`config.mk`:
```
export PLATFORM = sky130hd
export DESIGN_NAME = jtdd2_sndcmd
export DESIGN_NICKNAME = d
export VERILOG_FILES = /design/src/rtl/jtdd2_sndcmd.sv
export SDC_FILE = /design/constraint.sdc
export NUM_CORES = 1
export LEC_CHECK = 0
export ABC_AREA = 0
export BUFFER_PORTS_ARGS = -buffer_cell sky130_fd_sc_hd__buf_2
export CAP_MARGIN = 20
export CORE_MARGIN = 3
export CORE_UTILIZATION = 58
export CTS_CLUSTER_SIZE = 24
export DETAILED_ROUTE_END_ITERATION = 16
export PLACE_DENSITY = 0.78
export SYNTH_ARGS = -nofsm -noshare
export SYNTH_HDL_FRONTEND = slang
export SYNTH_SLANG_ARGS = --single-unit
```
`constraint.sdc`:
```
create_clock -name clk -period 3.59 [get_ports clk]
set_clock_uncertainty 0.2 [all_clocks]
set_input_delay 0.718 -clock clk [delete_from_list [all_inputs] [get_ports clk]]
set_output_delay 0.718 -clock clk [all_outputs]
set_load 0.02 [all_outputs]
```
`src/rtl/jtdd2_sndcmd.sv`:
```
// jtdd2_sndcmd: main-CPU side transmitter for the sound command interface.
// Command bytes written by the main CPU are queued in a 2**AW entry FIFO and
// handed to the sound CPU one at a time: each byte is placed on snd_latch with
// an IRQ_LEN cycle snd_irq pulse, and the next byte waits for the sound CPU to
// read the latch (rising edge of snd_ack). The block also owns the sound CPU
// reset line, whose assertion flushes any queued commands.
// Build macro SNDCMD_TIMEOUT_EN: when defined, a command whose latch read never
// arrives within TO_LEN cycles is abandoned and the event is flagged on overflow.

module jtdd2_sndcmd #(
    parameter int AW      = 2,
    parameter int IRQ_LEN = 8,
    parameter int TO_LEN  = 4096
) (
    input  logic       clk,
    input  logic       rst,
    input  logic       snd_wr,
    input  logic [7:0] cpu_dout,
    input  logic       rstb_wr,
    input  logic       rstb_din,
    input  logic       snd_ack,
    output logic [7:0] snd_latch,
    output logic       snd_irq,
    output logic       snd_rstb,
    output logic       busy,
    output logic       full,
    output logic       overflow
);

    localparam int          DEPTH    = 1 << AW;
    localparam logic [AW:0] FULL_CNT = (AW+1)'(DEPTH);
    localparam logic [7:0]  IRQ_LAST = 8'(IRQ_LEN - 1);

    // Elaboration-time guard on the parameter ranges the counters are sized for
    if (AW < 1 || IRQ_LEN < 1 || IRQ_LEN > 255 || TO_LEN < 1 || TO_LEN > 65535) begin : g_bad_param
        $error("jtdd2_sndcmd: parameter out of range");
    end

    typedef enum logic [1:0] {
        IDLE  = 2'd0,
        PULSE = 2'd1,
        WAIT  = 2'd2
    } state_t;

    state_t        state_q, state_d;
    logic [7:0]    fifo_q [DEPTH];
    logic [AW-1:0] wr_ptr_q, wr_ptr_d;
    logic [AW-1:0] rd_ptr_q, rd_ptr_d;
    logic [AW:0]   count_q, count_d;
    logic [7:0]    latch_q, latch_d;
    logic [7:0]    pcnt_q, pcnt_d;
    logic          irq_q, irq_d;
    logic          rstb_q, rstb_d;
    logic          busy_q, busy_d;
    logic          full_q, full_d;
    logic          overflow_q, overflow_d;
    logic          ack_seen_q, ack_seen_d;
    logic          ack_dly_q;
    logic          ack_rise;
    logic          flush;
    logic          push;
    logic          drop;
    logic          pop;
    logic          timeout;

    // A reset-control write of 0 wipes the queue; any reset-control write
    // claims the cycle, so a command byte written alongside it is lost.
    assign ack_rise = snd_ack & ~ack_dly_q;
    assign flush    = rstb_wr & ~rstb_din;
    assign push     = snd_wr & ~rstb_wr & (count_q != FULL_CNT);
    assign drop     = snd_wr & ~rstb_wr & (count_q == FULL_CNT);

`ifdef SNDCMD_TIMEOUT_EN
    localparam logic [15:0] TO_LAST = 16'(TO_LEN - 1);
    logic [15:0] to_cnt_q;

    // Acknowledge watchdog: counts cycles spent in WAIT, held at zero elsewhere
    always_ff @(posedge clk or posedge rst) begin
        if (rst) begin
            to_cnt_q <= '0;
        end else if (state_q != WAIT || state_d != WAIT) begin
            to_cnt_q <= '0;
        end else begin
            to_cnt_q <= to_cnt_q + 16'd1;
        end
    end
`endif

    // Dispatch FSM: present one byte, pulse the IRQ, then wait for the latch read
    always_comb begin
        state_d    = state_q;
        pcnt_d     = pcnt_q;
        ack_seen_d = ack_seen_q;
        irq_d      = irq_q;
        latch_d    = latch_q;
        pop        = 1'b0;
        timeout    = 1'b0;
        case (state_q)
            IDLE: begin
                if (count_q != '0 && rstb_q) begin
                    pop        = 1'b1;
                    latch_d    = fifo_q[rd_ptr_q];
                    irq_d      = 1'b1;
                    pcnt_d     = '0;
                    ack_seen_d = 1'b0;
                    state_d    = PULSE;
                end
            end
            PULSE: begin
                if (ack_rise) begin
                    ack_seen_d = 1'b1;
                end
                if (pcnt_q == IRQ_LAST) begin
                    irq_d   = 1'b0;
                    state_d = (ack_seen_q || ack_rise) ? IDLE : WAIT;
                end else begin
                    pcnt_d = pcnt_q + 8'd1;
                end
            end
            WAIT: begin
                if (ack_rise) begin
                    state_d = IDLE;
                end
`ifdef SNDCMD_TIMEOUT_EN
                else if (to_cnt_q == TO_LAST) begin
                    state_d = IDLE;
                    timeout = 1'b1;
                end
`endif
            end
            default: begin
                state_d = IDLE;
            end
        endcase
        if (flush) begin
            state_d    = IDLE;
            irq_d      = 1'b0;
            pop        = 1'b0;
            pcnt_d     = '0;
            ack_seen_d = 1'b0;
        end
    end

    // FIFO bookkeeping and the status flags derived from the updated count
    always_comb begin
        wr_ptr_d = wr_ptr_q;
        rd_ptr_d = rd_ptr_q;
        count_d  = count_q;
        if (flush) begin
            wr_ptr_d = '0;
            rd_ptr_d = '0;
            count_d  = '0;
        end else begin
            if (push) begin
                wr_ptr_d = wr_ptr_q + AW'(1);
            end
            if (pop) begin
                rd_ptr_d = rd_ptr_q + AW'(1);
            end
            case ({push, pop})
                2'b10:   count_d = count_q + (AW+1)'(1);
                2'b01:   count_d = count_q - (AW+1)'(1);
                default: count_d = count_q;
            endcase
        end
        overflow_d = flush ? 1'b0 : (overflow_q | drop | timeout);
        full_d     = (count_d == FULL_CNT);
        busy_d     = (state_q != IDLE) || (state_d != IDLE) || (count_d != '0);
        rstb_d     = rstb_wr ? rstb_din : rstb_q;
    end

    // FIFO storage; written only on an accepted push, so no reset is needed
    always_ff @(posedge clk) begin
        if (push) begin
            fifo_q[wr_ptr_q] <= cpu_dout;
        end
    end

    // State, counters, pointers and registered outputs
    always_ff @(posedge clk or posedge rst) begin
        if (rst) begin
            state_q    <= IDLE;
            wr_ptr_q   <= '0;
            rd_ptr_q   <= '0;
            count_q    <= '0;
            latch_q    <= '0;
            pcnt_q     <= '0;
            irq_q      <= 1'b0;
            rstb_q     <= 1'b0;
            busy_q     <= 1'b0;
            full_q     <= 1'b0;
            overflow_q <= 1'b0;
            ack_seen_q <= 1'b0;
            ack_dly_q  <= 1'b0;
        end else begin
            state_q    <= state_d;
            wr_ptr_q   <= wr_ptr_d;
            rd_ptr_q   <= rd_ptr_d;
            count_q    <= count_d;
            latch_q    <= latch_d;
            pcnt_q     <= pcnt_d;
            irq_q      <= irq_d;
            rstb_q     <= rstb_d;
            busy_q     <= busy_d;
            full_q     <= full_d;
            overflow_q <= overflow_d;
            ack_seen_q <= ack_seen_d;
            ack_dly_q  <= snd_ack;
        end
    end

    assign snd_latch = latch_q;
    assign snd_irq   = irq_q;
    assign snd_rstb  = rstb_q;
    assign busy      = busy_q;
    assign full      = full_q;
    assign overflow  = overflow_q;

endmodule

```
==> flow_summary.ini, run 1 <==
[clock_network]
cts_made_buffers = 9
htree_num_levels = 3
clk_pin_slew_worst_paths_ns = 0.08
clock_sinks = 64
cts_resized = 0
postCtsSetupBuffers = 0
ctsHoldBuffers = 0
clock_latency_ns = 0.33
cts_root_buf = clkbuf_8
cts_tree = built
cts.path.max_buffers = 2

[drt]
first_iter_violations = 50
drcViolationCount = 0
avgViaCountPerCell = 5.81
firstDrtPassIters = 4
post_drt_wl_per_cell_um = 16.7
routed_wl_um = 4650
vias = 1621
ant_nets = 0

[placed_design]
routabilityCongestion = 0.894
placed_area_um2 = 2930
dpl.cell_count = 263
dp_hpwl_um = 3260
io_buffers = 26

[global_route]
antenna_found_initial = 0
first_global_vias = 1653
gr-total-overflow = 0
grt_pass1_wl_um = 7820
grt_max_degree = 33
grt_usage_pct = 19.5

[worst_setup_path]
criticalPathCategory = in2reg
startpoint_type = input port
critPathMaxFanout = 7
crit_path_max_incr_delay_ns = 0.41
required_ns = 3.59
crit_arrival_ns = 2.80
cp_slowest_cell = a21oi_1
worstSetupEndpointType = flop
critical_path.cell_chain = buf_2 -> nand2b_1 -> a21oi_1 -> inv_1 -> ha_1 -> fa_1 -> xnor2_1 -> o21a_1 -> o21ai_0 -> nand3_1

[power]
cell_internal_pwr_mw = 1.49
switchingPower_uw = 764
clockPowerShare_pct = 23.2
powerDensity_nw_per_um2 = 729
pwr-share-comb_pct = 29.7
power_frac_seq_pct = 47.1
ir_drop_uv = 444
swShare_pct = 33.9
p_leak_nw = 1.26

[worst_hold_path]
hold_class = in2async

[yosys]
synth_warnings = 0
synth_edf_count = 32
synthCells = 190
ys.flop_type = edfxtp_1
synth-seq-area-share_pct = 64.0
synth.avg_cell_area_um2 = 14.5
synth_nets = 211
async_reset_ff_share_pct = 50.0
synth_area_um2 = 2750
ys_ff_latch = 64
synth_cell_types = 43

[floorplan]
io_pins = 27
coreArea_um2 = 4470
die_area_um2 = 5610
dieHeight_um = 74.9
die_x_um = 74.9
start_util_pct = 61.5
fp-row-count = 24

[final_layout]
area_delta_synth_final_pct = 12.5
antenna_cells = 0
nFillCells = 306
fin_cells = 279
layout-drive-gt1-share_pct = 29.1
stdcell_area_um2 = 3100
nNetsFinal = 243

[timing]
setup_violations = 0
tightest_slew_ns = 0.623
min_period_ns = 2.81
drv_slew = 0
slew_headroom_pct = 58.5
finalCritPeriodShare_pct = 78.2
fmax_mhz = 356
hold_violations = 0
rsz0062_at_grt = false
fin_tns_setup_ns = 0

[status]
status = finished, final reports clean

[run]
timing.max_cap.violations = 0
## synth_stat cells (2+ instances only)
master     instances  area [um^2]
and2_1             5         31.3
a31oi_1            2         12.5
o2bb2ai_1          2         17.5
o21ai_0            6         30.0
a21oi_1            8         40.0
dfrtp_1           32          801
mux2_2             9          101
inv_1              7         26.3
nand2b_1           5         31.3
or3_1              2         12.5
mux2i_1            3         30.0
and3_1             3         18.8
nor3_1             5         25.0
ha_1               6         75.1
clkbuf_1           4         15.0
o21a_1             3         22.5
mux4_2             8          180
nor2_1            11         41.3
xnor2_1            3         26.3
edfxtp_1          32          961
nand3_1            4         20.0
nand2_1            9         33.8
## cells in the final DEF, fill, tap and decap left out, types with 2 or more instances in the layout
master | netlist | final
a31oi_1 | 2 | 2
and2_1 | 5 | 5
nand2_1 | 9 | 9
nand2b_1 | 5 | 5
nand3_1 | 4 | 4
dfrtp_1 | 32 | 32
and3_1 | 3 | 3
edfxtp_1 | 32 | 32
buf_2 | 1 | 26
mux2i_1 | 3 | 3
nor3_1 | 5 | 5
inv_6 | 0 | 2
clkbuf_8 | 0 | 9
o2bb2ai_1 | 2 | 2
ha_1 | 6 | 6
clkinv_1 | 0 | 2
xnor2_1 | 3 | 3
or3_1 | 2 | 2
o21a_1 | 3 | 3
mux4_2 | 8 | 8
mux2_2 | 9 | 9
a21oi_1 | 8 | 8
buf_4 | 0 | 2
nor2_1 | 11 | 11
inv_1 | 7 | 7
o21ai_0 | 6 | 6
## cell type report
cell class	count	area (um^2)	area share [%]
flip-flops and latches	64	1760	56.9
multi-input cells	112	928	30.0
repair buffers	28	145	4.69
clock buffers	9	124	4.00
well taps	52	65.1	2.10
clock inverters	7	46.3	1.49
inverters	7	26.3	0.848
## sequential cells by signal, indices dropped and copies added, names as in the netlist
| register | flops |
|---|---|
| fifo_q | 32 |
| pcnt_q | 8 |
| snd_latch | 8 |
| count_q | 3 |
| rd_ptr_q | 2 |
| state_q | 2 |
| wr_ptr_q | 2 |
| ack_dly_q | 1 |
| ack_seen_q | 1 |
| busy | 1 |
| full | 1 |
| overflow | 1 |
| snd_irq | 1 |
| snd_rstb | 1 |
## path summary, 6_finish.rpt
path                                             start                        to  slack [ns]  depth (start not counted)
max in group asynchronous                          rst      snd_rstb$_DFFE_PP0P_        2.63                          3
worst min-delay path                               rst  snd_latch[0]$_DFFE_PP0P_        0.25                          3
min in group clk                ack_seen_q$_DFFE_PP0P_    ack_seen_q$_DFFE_PP0P_        0.31                          1
worst min register to register  ack_seen_q$_DFFE_PP0P_    ack_seen_q$_DFFE_PP0P_        0.31                          1
worst max-delay path                           rstb_wr            busy$_DFF_PP0_        0.78                         10
worst max register to register    state_q[1]$_DFF_PP0_            busy$_DFF_PP0_        0.82                         10
## per-layer routing
layer | vias to the layer above | share of wire (%) | GRT usage, %
met3 | 12 | 2.9 | 4.14
met1 | 808 | 43 | 23.5
met4 | 0 | 2.6 | 12.3
met5 | - | 0 | 0
li1 | 774 | - | -
met2 | 27 | 52 | 31.9
## logic make-up (layout without fill, tap and decap cells)
family / after synthesis / after routing / synth area share (%)
xor+xnor: 4 / 4 / 1.27
buf+inv: 14 / 51 / 2.27
mux: 20 / 20 / 11.3
flops: 64 / 64 / 64.0
fa+ha+maj: 7 / 7 / 3.45
simple gates: 50 / 50 / 9.41
compound gates: 31 / 31 / 8.27
## per-stage QoR
| step | power, mW | util [%] | setup WS (ns) | hold slack (ns) |
|---|---|---|---|---|
| 5_1_grt | 2.41 | 69.2 | 0.576 | 0.284 |
| 2_1_floorplan | 1.56 | - | 0.750 | 0.258 |
| 3_5_place_dp | 1.76 | 65.4 | 0.406 | 0.292 |
| 6_report | 2.26 | 69.2 | 0.784 | 0.253 |
| 3_3_place_gp | 1.72 | 65.4 | 0.556 | 0.275 |
| 4_1_cts | 2.29 | 69.2 | 0.763 | 0.255 |
## worst max-delay path, delay by kind of cell
kind                       cells  cell delay [ns]
AOI/OAI and AO/OA              3             0.86
xor gates and xnor gates       1             0.15
adders and majority gates      2             0.62
buffers and inverters          2             0.21
and+or+nand+nor                2             0.25
## power groups by stage
stage	logic (mW)	registers (mW)	clock network, mW
2_1_floorplan	0.454	1.11	0
3_3_place_gp	0.650	1.07	0
3_5_place_dp	0.675	1.08	0
4_1_cts	0.680	1.07	0.539
5_1_grt	0.749	1.09	0.569
6_report	0.671	1.06	0.523
(Power assumes the default switching activity.)
==> run 2, diff against run 1 <==
- clock period: 3.59 -> 2.6 ns (I/O delays scaled with it)
==> run 2 against run 1 <==
Compared with the run above:
- via count grew 4.3%
- critical path type is now reg2reg
- setup slack lost 0.63 ns
- final cell count grew 2.5%
- flip-flop and latch count stayed put
==> flow_summary.ini, run 2 (same netlist as run 1, synthesis figures left out) <==
[status]
status = finished, final reports clean

[clock_network]
cts_made_buffers = 9
clock_sinks = 64
htree_num_levels = 3
ctsHoldBuffers = 0
postCtsSetupBuffers = 0
cts.path.max_buffers = 2
clk_pin_slew_worst_paths_ns = 0.07
cts_root_buf = clkbuf_8
cts_tree = built
cts_resized = 0
clock_latency_ns = 0.34

[worst_setup_path]
criticalPathCategory = reg2reg
worstSetupEndpointType = flop
cp_slowest_cell = fa_1
required_ns = 2.61
cp_common_cell = nor2_2
crit_buf_inv = 0
crit_path_max_incr_delay_ns = 0.45
crit_arrival_ns = 2.46
critical-path-top-delay-family = simple AND/OR/NAND/NOR gates
critical_path.cell_chain = nand2b_1 -> nor2_2 -> nand2_2 -> nor2_2 -> ha_2 -> fa_1 -> nor3b_2 -> a21oi_1 -> o21ai_0 -> nand3_1
startpoint_type = flop
critPathMaxFanout = 4

[power]
p_leak_nw = 1.30
ir_drop_uv = 560
powerDensity_nw_per_um2 = 1030
power_mw = 3.28

[drt]
drcViolationCount = 0
ant_nets = 0
vias = 1691
first_iter_violations = 92
post_drt_wl_per_cell_um = 17.2
routed_wl_um = 4910
avgViaCountPerCell = 5.91
firstDrtPassIters = 4

[timing]
setup_violations = 0
fmax_mhz = 408
tightest_slew_ns = 0.607
finalCritPeriodShare_pct = 94.3
min_period_ns = 2.45
fin_tns_setup_ns = 0
slew_headroom_pct = 59.5
hold_violations = 0
drv_slew = 0

[run]
timing.max_cap.violations = 0

[floorplan]
io_pins = 27
fp-row-count = 24
coreArea_um2 = 4470
die_x_um = 74.9
start_util_pct = 61.5
dieHeight_um = 74.9
die_area_um2 = 5610

[global_route]
grt_max_degree = 33
grt_pass1_wl_um = 8220
gr-total-overflow = 0
first_global_vias = 1737
antenna_found_initial = 0
grt_usage_pct = 20.3

[final_layout]
layout-drive-gt1-share_pct = 34.6
layout_common_cells = dfrtp_1, edfxtp_1, buf_2
nNetsFinal = 250
area_delta_synth_final_pct = 15.9
fin_cells = 286
top_register = fifo_q
largest_reg_flops = 32
antenna_cells = 0
stdcell_area_um2 = 3190

[placed_design]
dpl.cell_count = 270
placed_area_um2 = 2980
io_buffers = 26
dp_hpwl_um = 3450
routabilityCongestion = 0.846

[worst_hold_path]
hold_class = in2async
==> run 2: final timing paths <==
kind	cells past startpoint	slack (ns)	to	start
worst max register to register	10	0.15	busy$_DFF_PP0_	state_q[1]$_DFF_PP0_
worst min-delay path	3	0.07	snd_latch[3]$_DFFE_PP0P_	rst
max in group asynchronous	3	1.82	ack_dly_q$_DFF_PP0_	rst
worst min register to register	1	0.30	ack_seen_q$_DFFE_PP0P_	ack_seen_q$_DFFE_PP0P_
min in group clk	1	0.11	ack_dly_q$_DFF_PP0_	snd_ack
worst max-delay path	10	0.15	busy$_DFF_PP0_	state_q[1]$_DFF_PP0_
==> run 2: worst reg2reg max path, stage by stage, from the launching register on <==
cell      delay [ns]
dfrtp_1         0.40
nand2b_1        0.19
nor2_2          0.13
nand2_2         0.09
nor2_2          0.13
ha_2            0.21
fa_1            0.45
nor3b_2         0.20
a21oi_1         0.07
o21ai_0         0.15
nand3_1         0.10
==> run 2: metal layers <==
layer | share of wire [%] | global-route usage (%)
met1 | 42 | 25.2
met2 | 52 | 33.8
met3 | 4.7 | 6.81
met4 | 0.96 | 6.52
met5 | 0 | 0
==> run 2: layout make-up <==
type                    count  area, um^2
flip-flops and latches     64        1760
repair buffers             35         198
clock inverters             6        60.1
inverters                   7        26.3
multi-input cells         112         952
fillers                   298        1280
well taps                  52        65.1
clock buffers              10         128
==> run 2: where the power goes <==
| group | total [mW] | leakage (nW) | internal (mW) | switching, mW |
|---|---|---|---|---|
| combinational | 1.01 | 0.515 | 0.478 | 0.537 |
| clock | 0.809 | 0.0920 | 0.437 | 0.372 |
| sequential | 1.46 | 0.698 | 1.29 | 0.174 |
| total | 3.28 | 1.30 | 2.20 | 1.08 |
==> run 2: per-stage QoR <==
step	utilization, %	hold slack [ns]	worst slack (ns)
3_5_place_dp	66.7	0.285	-0.0377
6_report	71.3	0.0705	0.149
4_1_cts	70.9	0.0764	0.0141
5_1_grt	71.3	0.0944	-0.0153
3_3_place_gp	66.7	0.281	0.0394
2_1_floorplan	-	0.258	0.0592
==> run 3, diff against run 2 <==
--- a/config.mk
+++ b/config.mk
@@ -9,3 +9,2 @@
 export BUFFER_PORTS_ARGS = -buffer_cell sky130_fd_sc_hd__buf_2
-export CAP_MARGIN = 20
 export CORE_MARGIN = 3
==> constraint.sdc (replaced) <==
create_clock -name clk -period 2.6 [get_ports clk]
set_clock_uncertainty 0.2 [all_clocks]
set_input_delay 0.13 -clock clk [delete_from_list [all_inputs] [get_ports clk]]
set_output_delay 0.13 -clock clk [all_outputs]
set_load 0.02 [all_outputs]
==> run 3 against run 2 <==
Compared with the run above:
- register-to-register slack got worse by 0.04 ns
- fmax decreased by 1.7%
- setup slack got worse by 0.043 ns
- first-iteration DRC count increased by 1.1%
- combinational power about the same
- global-route usage increased by 0.46 points
- die area unchanged
==> flow_summary.ini, run 3 (same netlist as run 1, synthesis figures left out) <==
[status]
status = finished, final reports clean

[timing]
hold_violations = 0
slew_headroom_pct = 59.1
setup_violations = 0
setup_ws_ns = 0.107
fin_tns_setup_ns = 0
finalCritPeriodShare_pct = 95.9
whs_ns = 0.192
min_period_ns = 2.49
tightest_slew_ns = 0.614
drv_slew = 0
fmax_mhz = 401

[clock_network]
clock_sinks = 64
cts_root_buf = clkbuf_8
cts_tree = built
htree_num_levels = 3
clock_latency_ns = 0.34
cts.path.max_buffers = 2
clk_pin_slew_worst_paths_ns = 0.07
cts_made_buffers = 9

[global_route]
grt_max_degree = 33
first_global_vias = 1753
grt_pass1_wl_um = 8310
gr-total-overflow = 0
grt_usage_pct = 20.8
antenna_found_initial = 0

[final_layout]
top_register = fifo_q
antenna_cells = 0
largest_reg_flops = 32
fin_cells = 297
regArea_um2 = 1760
nFillCells = 281
stdcell_area_um2 = 3330
layout_common_cells = edfxtp_1, dfrtp_1, buf_2
mostFrequentLayoutCell = edfxtp_1
nNetsFinal = 261
multi_input_area_um2 = 937
post-route-util_pct = 74.5
area_delta_synth_final_pct = 21.1
layout-drive-gt1-share_pct = 31.0

[placed_design]
placed_area_um2 = 2960
routabilityCongestion = 0.909
pre_cts_ws_ns = -0.00869
dpl.cell_count = 267
dp_hpwl_um = 3360
io_buffers = 26

[worst_setup_path]
critPathMaxFanout = 5
worstSetupEndpointType = flop
criticalPathCategory = reg2reg
cp_slowest_cell = dfrtp_2
worst_r2r_path_depth = 10
cp_common_cell = nor2_1
crit_buf_inv = 0
r2r-start = count_q[0]$_DFF_PP0_
reg2reg_slack_ns = 0.11
reg2reg_to = busy$_DFF_PP0_
crit_arrival_ns = 2.51
startpoint_type = flop
critical-path-top-delay-family = adder cells
required_ns = 2.62
crit_end = busy$_DFF_PP0_
critical_path.cell_chain = nor3_2 -> nor2_1 -> nand2_1 -> nor2_1 -> ha_1 -> fa_1 -> xnor2_1 -> o21a_1 -> o21ai_2 -> nand3_1
crit_path_max_incr_delay_ns = 0.45
cp_num_cells = 10
startpoint = count_q[0]$_DFF_PP0_

[floorplan]
io_pins = 27
dieHeight_um = 74.9
die_area_um2 = 5610
fp-row-count = 24
die_x_um = 74.9
coreArea_um2 = 4470
start_util_pct = 61.5

[power]
p_leak_nw = 1.37
ir_drop_uv = 662
powerDensity_nw_per_um2 = 1030
power_mw = 3.45

[run]
timing.max_cap.violations = 0

[drt]
first_iter_violations = 93
ant_nets = 0
vias = 1748
avgViaCountPerCell = 5.89
firstDrtPassIters = 4
routed_wl_um = 5150
post_drt_wl_per_cell_um = 17.3
drcViolationCount = 0

[worst_hold_path]
hold_class = in2reg
## run 3: cell types whose count changed in the layout (fill, tap and decap cells not counted), sizes merged
cell | before | now
buf | 35 | 33
dlygate4sd3 | 0 | 13
bufinv | 1 | 2
clkinv | 3 | 2
## run 3: repair_timing
item	4_1_cts	5_1_grt
setup endpoints to repair	1	3
buffers inserted	0	1
cloned	0	0
pin swaps	0	1
hold buffers	13	0
hold endpoints to repair	69	0
resized for setup	1	4
## run 3: power breakdown
part	internal, mW	switching (mW)	total, mW
Clock	0.568	0.384	0.952
Sequential	1.29	0.192	1.48
Combinational	0.488	0.526	1.01
## run 3: final cells by class
class                      instances  share of cell area (%)
sequential                        64                    52.9
multi-input combinational        112                    28.1
timing repair buffer              46                    9.38
clock buffer                      10                    4.13
clock inverter                     6                    2.78
tap                               52                    1.95
inverter                           7                   0.788
## run 3: per-layer routing
metal | vias to the layer above | wire, um | GRT usage [%]
met5 | - | 0 | 0
met4 | 0 | 137 | 10.7
met3 | 14 | 200 | 6.28
met2 | 47 | 2700 | 34.9
met1 | 882 | 2120 | 24.1
li1 | 805 | - | -
## run 3: worst register-to-register path, stage by stage, from the launching register on
cell     delay [ns]
dfrtp_2        0.45
nor3_2         0.23
nor2_1         0.08
nand2_1        0.10
nor2_1         0.06
ha_1           0.23
fa_1           0.39
xnor2_1        0.17
o21a_1         0.20
o21ai_2        0.18
nand3_1        0.09
## run 3: how the worst min path moves through the flow
| stage | slack [ns] | startpoint | cells past startpoint | end |
|---|---|---|---|---|
| after floorplan | -0.04 | snd_ack | 0 | ack_dly_q$_DFF_PP0_ |
| after global placement | 0.03 | rst | 3 | snd_latch[0]$_DFFE_PP0P_ |
| after detailed placement | 0.05 | rst | 3 | pcnt_q[5]$_DFFE_PP0P_ |
| after CTS | 0.19 | snd_wr | 6 | wr_ptr_q[0]$_DFFE_PP0P_ |
| after global routing | 0.22 | snd_wr | 6 | wr_ptr_q[0]$_DFFE_PP0P_ |
| final | 0.19 | snd_wr | 6 | wr_ptr_q[0]$_DFFE_PP0P_ |
